<file path="config.mk">
export PLATFORM = sky130hd
export DESIGN_NAME = sync_debounce
export DESIGN_NICKNAME = d
export VERILOG_FILES = /design/src/rtl/sync_debounce_pkg.sv /design/src/rtl/sync_debounce_chain.sv /design/src/rtl/sync_debounce.sv
export SDC_FILE = /design/constraint.sdc
export NUM_CORES = 1
export LEC_CHECK = 0
export ABC_AREA = 1
export CORE_AREA = 2 2 39 41
export CTS_CLUSTER_SIZE = 16
export DETAILED_ROUTE_END_ITERATION = 7
export DIE_AREA = 0 0 41 43
export PLACE_DENSITY = 0.66
export SYNTH_ARGS = -nofsm -noshare
export SYNTH_HDL_FRONTEND = slang
export SYNTH_SLANG_ARGS = --single-unit
</file>
<file path="constraint.sdc">
create_clock -name clock -period 2.1 [get_ports clock]
set_input_delay 0.315 -clock clock [delete_from_list [all_inputs] [get_ports clock]]
set_output_delay 0.315 -clock clock [all_outputs]
set_load 0.03 [all_outputs]
</file>
<file path="src/rtl/sync_debounce_pkg.sv">
// Shared types and elaboration helpers for the sync_debounce block.
package sync_debounce_pkg;

    // Stability-check FSM states; encodings kept from the original header.
    typedef enum logic [1:0] {
        ST_IDLE_LO = 2'd0,
        ST_CHK_HI  = 2'd1,
        ST_IDLE_HI = 2'd2,
        ST_CHK_LO  = 2'd3
    } state_e;

    // HOLD must need at least two samples and stay representable by the counter.
    function automatic bit hold_ok(input int hold, input int cnt_w);
        return (hold >= 2) && (hold <= (1 << cnt_w));
    endfunction

    // Synchronizer depth is limited to a sensible metastability range.
    function automatic bit stages_ok(input int stages);
        return (stages >= 2) && (stages <= 4);
    endfunction

endpackage

</file>
<file path="src/rtl/sync_debounce_chain.sv">
// SYNC_STAGES-deep flop chain bringing an asynchronous level into the clock domain.
module sync_chain
    import sync_debounce_pkg::*;
#(
    parameter int SYNC_STAGES = 2
) (
    input  logic clock,
    input  logic reset,
    input  logic d,
    output logic q
);

    if (!stages_ok(SYNC_STAGES)) begin : g_bad_stages
        $error("sync_chain: SYNC_STAGES must be in 2..4");
    end

    logic [SYNC_STAGES-1:0] chain_q;
    logic [SYNC_STAGES-1:0] chain_d;

    // Shift the raw input in at stage 0; the oldest sample leaves at the top.
    always_comb begin
        chain_d = {chain_q[SYNC_STAGES-2:0], d};
    end

    // Chain registers, cleared by synchronous reset.
    always_ff @(posedge clock) begin
        if (reset) begin
            chain_q <= '0;
        end else begin
            chain_q <= chain_d;
        end
    end

    assign q = chain_q[SYNC_STAGES-1];

endmodule

</file>
<file path="src/rtl/sync_debounce.sv">
// Debouncer: synchronizer chain followed by a HOLD-edge stability-check FSM
// producing a debounced level plus one-cycle rise/fall pulses.
module sync_debounce
    import sync_debounce_pkg::*;
#(
    parameter int SYNC_STAGES = 2,
    parameter int HOLD        = 4,
    parameter int CNT_W       = 4
) (
    input  logic clock,
    input  logic reset,
    input  logic d,
    input  logic en,
    output logic dout,
    output logic rise,
    output logic fall,
    output logic busy
);

    if (!hold_ok(HOLD, CNT_W)) begin : g_bad_hold
        $error("sync_debounce: HOLD must be in 2..2**CNT_W");
    end

    localparam logic [CNT_W-1:0] HOLD_LAST = CNT_W'(HOLD - 1);
    localparam logic [CNT_W-1:0] CNT_ONE   = CNT_W'(1);

    logic s;

    sync_chain #(
        .SYNC_STAGES(SYNC_STAGES)
    ) u_sync (
        .clock(clock),
        .reset(reset),
        .d    (d),
        .q    (s)
    );

    state_e           state_q, state_d;
    logic [CNT_W-1:0] cnt_q,   cnt_d;
    logic             dout_q,  dout_d;
    logic             rise_q,  rise_d;
    logic             fall_q,  fall_d;
    logic             busy_q,  busy_d;

    // Next-state, counter and pulse decode for the stability check.
    always_comb begin
        state_d = state_q;
        cnt_d   = cnt_q;
        dout_d  = dout_q;
        rise_d  = 1'b0;
        fall_d  = 1'b0;
        case (state_q)
            ST_IDLE_LO: begin
                if (en && s) begin
                    state_d = ST_CHK_HI;
                    cnt_d   = CNT_ONE;
                end else begin
                    cnt_d   = '0;
                end
            end
            ST_IDLE_HI: begin
                if (en && !s) begin
                    state_d = ST_CHK_LO;
                    cnt_d   = CNT_ONE;
                end else begin
                    cnt_d   = '0;
                end
            end
            ST_CHK_HI: begin
                if (!en || !s) begin
                    state_d = ST_IDLE_LO;
                    cnt_d   = '0;
                end else if (cnt_q == HOLD_LAST) begin
                    state_d = ST_IDLE_HI;
                    cnt_d   = '0;
                    dout_d  = 1'b1;
                    rise_d  = 1'b1;
                end else begin
                    cnt_d   = cnt_q + CNT_ONE;
                end
            end
            ST_CHK_LO: begin
                if (!en || s) begin
                    state_d = ST_IDLE_HI;
                    cnt_d   = '0;
                end else if (cnt_q == HOLD_LAST) begin
                    state_d = ST_IDLE_LO;
                    cnt_d   = '0;
                    dout_d  = 1'b0;
                    fall_d  = 1'b1;
                end else begin
                    cnt_d   = cnt_q + CNT_ONE;
                end
            end
            default: begin
                state_d = ST_IDLE_LO;
                cnt_d   = '0;
                dout_d  = 1'b0;
            end
        endcase
        busy_d = (state_d == ST_CHK_HI) || (state_d == ST_CHK_LO);
    end

    // FSM state, counter and registered outputs.
    always_ff @(posedge clock) begin
        if (reset) begin
            state_q <= ST_IDLE_LO;
            cnt_q   <= '0;
            dout_q  <= 1'b0;
            rise_q  <= 1'b0;
            fall_q  <= 1'b0;
            busy_q  <= 1'b0;
        end else begin
            state_q <= state_d;
            cnt_q   <= cnt_d;
            dout_q  <= dout_d;
            rise_q  <= rise_d;
            fall_q  <= fall_d;
            busy_q  <= busy_d;
        end
    end

    assign dout = dout_q;
    assign rise = rise_q;
    assign fall = fall_q;
    assign busy = busy_q;

endmodule

</file>
==> results of run 1 <==
-- through the flow --
stage,cells,instance area [um^2],power (mW),hold WS [ps],util [%]
after global routing,89,603.1,0.4023,422.8,43.58
after floorplan,63,490.5,0.2452,384.1,-
after CTS,89,603.1,0.3930,406.8,43.58
after detailed placement,86,580.6,0.2551,397.3,41.95
after global placement,86,580.6,0.2548,393.9,41.95
final,89,603.1,0.3883,403.0,43.58
-- power by group through the flow --
stage	Sequential [mW]	Combinational, mW	Clock [mW]
after floorplan	0.237	0.00787	0
final	0.232	0.0179	0.139
after detailed placement	0.237	0.0181	0
after CTS	0.232	0.0182	0.143
after global routing	0.232	0.0204	0.150
after global placement	0.237	0.0179	0
-- worst register-to-register path, delay by kind of cell (launching register included) --
| family | cells | cell delay, ps |
|---|---|---|
| buffers and inverters | 1 | 120 |
| DFF | 1 | 350 |
| adders and majority gates | 1 | 190 |
| and+or+nand+nor | 4 | 350 |
-- layout make-up --
cell class,count,area [um^2]
fillers,151,780.7
well taps,16,20.02
inverters,11,41.29
clock buffers,3,22.52
repair buffers,7,70.07
multi-input cells,40,209.0
flip-flops and latches,12,240.2
-- state kept, by name, summed over array words and instances (netlist names) --
name / count
u_sync.chain_q: 2
busy: 1
dout: 1
state_q: 2
cnt_q: 4
fall: 1
rise: 1
-- worst paths after layout --
kind                           from                 to  slack (ps)  depth (start not counted)
setup / recovery               dout               dout         520                          1
hold / removal    u_sync.chain_q[0]  u_sync.chain_q[1]         400                          2
setup reg to reg           cnt_q[0]               dout         980                          6
hold reg to reg   u_sync.chain_q[0]  u_sync.chain_q[1]         400                          2
-- cell families (layout without fill, tap and decap cells) --
family,count (synthesis),in the layout,synth area share [%]
and+or+nand+nor,33,33,32.40
DFF,12,12,48.98
buffers and inverters,11,21,8.418
AOI/OAI and AO/OA,4,4,4.082
xor gates and xnor gates,2,2,3.572
adders and majority gates,1,1,2.551
-- layer usage --
metal	wire, um	GRT usage (%)
met3	38	3.141
met1	380	14.98
met5	0	0
met4	33	10.00
met2	334	13.44
-- layout by cell type, fill, tap and decap left out --
cell type | Yosys | final
clkbuf_4 | 0 | 3
o21ai_0 | 2 | 2
nor2_1 | 9 | 9
clkdlybuf4s50_1 | 0 | 7
nand4_1 | 1 | 1
nor3_1 | 1 | 1
dfxtp_1 | 12 | 12
a21oi_1 | 2 | 2
and3_1 | 1 | 1
nor2_2 | 2 | 2
nand2_1 | 8 | 8
nand3_2 | 1 | 1
nand2_2 | 4 | 4
ha_1 | 1 | 1
inv_1 | 10 | 10
xnor2_1 | 1 | 1
nand3_1 | 6 | 6
inv_2 | 1 | 1
xor2_1 | 1 | 1
==> run_results.csv, run 1 <==
group,metric,value,unit
synth,syn_nets,68,
worst_setup_path,crit_buf_inv,1,
cts,tritoncts,"yes",
cts,clk_pin_slew,70,ps
power,power_switching,0.08365,mW
floorplan,ios,8,
synth,netlist_top_cells_count,"dfxtp_1 (12), inv_1 (10), nor2_1 (9), nand2_1 (8), nand3_1 (6)",
final_layout,area_growth,22.96,%
floorplan,dieArea,0.001763,mm^2
synth,avgSynthCellArea,7.785,um^2
synth,synthFlopType,"dfxtp_1",
place,port_buffers,7,
route,ant_nets,0,
final_layout,layout-drive-gt1-share,15.07,%
floorplan,fp-row-count,14,
final_layout,nets,80,
cts,cts_buffers,3,
floorplan,die_h,43,um
synth,async_flop_share,0,%
cts,ctsResizeCount,0,
synth,synth_area,490.5,um^2
synth,synth_area_leaders,"dfxtp_1 (49%), inv_1 (7.7%), nor2_1 (6.9%)",
route,routed_wl,786,um
floorplan,initial_core_util,35.44,%
grt,grt_overflow,0,
run,max_cap_viol_count,0,
cts,cts_setup_buffers,0,
route,routed-via-count,406,
timing,hold_violations,0,
worst_setup_path,cp_slowest_cell,"clkdlybuf4s50_1",
route,wire_per_inst,8.831,um
grt,grt_max_degree,8,
place,dp_slack,574.1,ps
grt,grt_pass1_wl,1255,um
cts,cts_sinks,12,
synth,yosysUniqueCellTypes,17,
route,vias_per_cell,4.562,
worst_setup_path,cp.arrival,1260,ps
timing,skew,3.256,ps
floorplan,core-area,0.001384,mm^2
grt,grt_pass1_vias,319,
timing,slew_headroom,78.95,%
timing,final.min_clock_period,1579,ps
worst_setup_path,worst-setup-path-type,"reg -> out",
place,place_congestion,0.7240,
synth,synth_area_leader_cell,"dfxtp_1",
synth,synth_edf_count,0,
worst_setup_path,path_max_fanout,2,
power,pwr-share-clk,35.8,%
min_path,hp-class,"reg -> reg",
route,first_pass_iters,4,
power,irDropWorstVdd,318.1,uV
cts,cts_hold_buf,0,
power,pwr-share-seq,59.6,%
cts,cts_root_buf,"clkbuf_4",
power,total_leakage_power,0.2977,nW
worst_setup_path,cp.required,1780,ps
power,pwr_density_cell,643.9,mW/mm^2
timing,rsz0062_at_grt,"no",
power,comb_power_share,4.6,%
worst_setup_path,slowest_delay,670,ps
synth,syn_inst,63,
synth,seq_area_frac_synth,48.98,%
worst_setup_path,path_cells,"clkdlybuf4s50_1",
synth,yosysWarningCount,0,
grt,antenna_found_initial,0,
timing,finalCritPeriodShare,75.19,%
worst_setup_path,end_kind,"output port",
cts,h-tree-depth,1,
status,outcome,"finished, final reports clean",
grt,grtUsageTotal,11.09,%
cts,insertion_delay,270,ps
final_layout,n_antenna_cell,0,
synth,synth_most_common_cell,"dfxtp_1",
timing,setup_tns,0,ps
timing,fin_ws,520.9,ps
timing,max_freq,633.3,MHz
power,switching_share,21.54,%
worst_setup_path,startpoint_type,"flop",
route,drc,0,
cts,clockBufferDepth,2,
place,dp_hpwl,626.9,um
synth,synth_seq_cells,12,
timing,drv_slew,0,
floorplan,die_w,41,um
timing,tightestPinTransition,314.8,ps
worst_setup_path,path_delay_family,"buffers and inverters",
timing,setup_viol,0,
route,drt_iter0_drc,9,
power,intPower,0.3047,mW
synth,synth_top_area_share,48.98,%
No activity file was read; power rests on OpenSTA's default activity.
==> run 2, diff against run 1 <==
- clock period: 2.1 -> 1.6 ns (I/O delays scaled with it)
==> run_results.csv, run 2 (same netlist as run 1, synthesis figures left out) <==
group,metric,value,unit
status,outcome,"finished, final reports clean",
floorplan,initial_core_util,35.44,%
place,dp_hpwl,592,um
power,irDropWorstVdd,451.4,uV
route,vias_per_cell,4.433,
grt,grt_overflow,0,
timing,setup_viol,0,
power,comb_power_share,4.1,%
grt,grt_pass1_vias,355,
power,total_leakage_power,0.3049,nW
route,drc,0,
route,ant_nets,0,
place,place_congestion,0.7544,
final_layout,fin_util,44.57,%
floorplan,die_h,43,um
route,wire_per_inst,8.378,um
final_layout,instances_no_fill,90,
min_path,min_path_cells,2,
place,dpl_cell_area,580.6,um^2
cts,cts_sinks,12,
final_layout,layout_common_cells,"dfxtp_1 (12), inv_1 (10), nor2_1 (9)",
timing,hold_violations,0,
final_layout,largest_reg_flops,4,
worst_setup_path,path_delay_family,"buffers and inverters",
worst_setup_path,cp.arrival,1260,ps
final_layout,nets,80,
power,pwr-share-clk,41.6,%
grt,grt_pass1_wl,1352,um
timing,fin_ws,102.2,ps
grt,grt_max_degree,8,
cts,clockBufferDepth,2,
timing,rsz0062_at_grt,"no",
floorplan,ios,8,
final_layout,area_growth,25.77,%
floorplan,dieArea,0.001763,mm^2
power,pwr_density_cell,908.5,mW/mm^2
place,dp_slack,148.0,ps
cts,clk_pin_slew,70,ps
grt,grtUsageTotal,12.21,%
cts,h-tree-depth,1,
power,intPower,0.4510,mW
worst_setup_path,crit_buf_inv,1,
timing,tightestPinTransition,301.3,ps
run,max_cap_viol_count,0,
route,drt_iter0_drc,5,
cts,ctsResizeCount,0,
timing,setup_tns,0,ps
floorplan,fp-row-count,14,
floorplan,core-area,0.001384,mm^2
timing,final.min_clock_period,1498,ps
timing,slew_headroom,79.85,%
final_layout,regMostFlops,"cnt_q",
floorplan,die_w,41,um
cts,cts_buffers,3,
worst_setup_path,cp.required,1360,ps
final_layout,stdcell_area,616.8,um^2
route,first_pass_iters,4,
route,routed_wl,754,um
worst_setup_path,worst-setup-path-type,"reg -> out",
timing,max_freq,667.6,MHz
power,power_switching,0.1094,mW
final_layout,final_common_cell,"dfxtp_1",
worst_setup_path,path_max_fanout,2,
timing,skew,2.139,ps
worst_setup_path,cp_slowest_cell,"clkdlybuf4s50_1",
cts,cts_hold_buf,0,
power,switching_share,19.53,%
cts,cts_setup_buffers,0,
worst_setup_path,reg2regPathDepth,6,
worst_setup_path,slowest_delay,660,ps
timing,finalCritPeriodShare,93.61,%
grt,antenna_found_initial,0,
worst_setup_path,end_kind,"output port",
power,pwr-share-seq,54.2,%
worst_setup_path,crit_cells,1,
timing,drv_slew,0,
final_layout,layout-drive-gt1-share,16.22,%
cts,tritoncts,"yes",
place,place_inst,86,
place,port_buffers,7,
cts,insertion_delay,260,ps
final_layout,largestRegisters,"cnt_q x4, state_q x2, u_sync.chain_q x2",
cts,cts_root_buf,"clkbuf_4",
route,routed-via-count,399,
min_path,hp-class,"reg -> reg",
worst_setup_path,startpoint_type,"flop",
final_layout,n_antenna_cell,0,
worst_setup_path,path_cells,"clkdlybuf4s50_1",
final_layout,fill_cells,150,
-- run 2: per-stage QoR --
step | hold WS, ps | power [mW]
2_1_floorplan | 309.1 | 0.3219
3_3_place_gp | 394.3 | 0.3342
3_5_place_dp | 398.4 | 0.3341
4_1_cts | 408.8 | 0.5709
5_1_grt | 436.6 | 0.5911
6_report | 405.2 | 0.5604
-- run 2: final timing paths --
kind                                         from           endpoint  slack, ps
worst max-delay path                         dout               dout        100
worst min-delay path            u_sync.chain_q[0]  u_sync.chain_q[1]        410
worst max register to register           cnt_q[0]               dout        510
worst min register to register  u_sync.chain_q[0]  u_sync.chain_q[1]        410
-- run 2: area by class of cell --
cell class / instances / area [um^2] / share of cell area (%)
clock buffers: 4 / 36.28 / 5.882
inverters: 11 / 41.29 / 6.694
multi-input cells: 40 / 209.0 / 33.87
flip-flops and latches: 12 / 240.2 / 38.95
well taps: 16 / 20.02 / 3.245
repair buffers: 7 / 70.07 / 11.36
-- run 2: tightest hold or removal path, delay by kind of cell, from the launching register on --
| kind | cells | cell delay [ps] |
|---|---|---|
| flops | 1 | 300 |
| buf+inv | 1 | 40 |
| simple gates | 1 | 30 |
-- run 2: layer usage --
metal / share of wire, % / wire, um / vias up / GRT usage [%]
met2: 45 / 340 / 7 / 16.25
met3: 4.1 / 31 / 2 / 4.712
li1: - / - / 218 / -
met4: 3.2 / 24 / 0 / 12.00
met1: 47 / 358 / 172 / 13.73
met5: 0 / 0 / - / 0
-- run 2: power by group through the flow --
stage          Sequential [mW]  Clock, mW  Combinational, mW
6_report                 0.304      0.233             0.0232
5_1_grt                  0.305      0.260             0.0268
4_1_cts                  0.304      0.244             0.0234
3_5_place_dp             0.311          0             0.0232
3_3_place_gp             0.311          0             0.0232
2_1_floorplan            0.312          0             0.0103
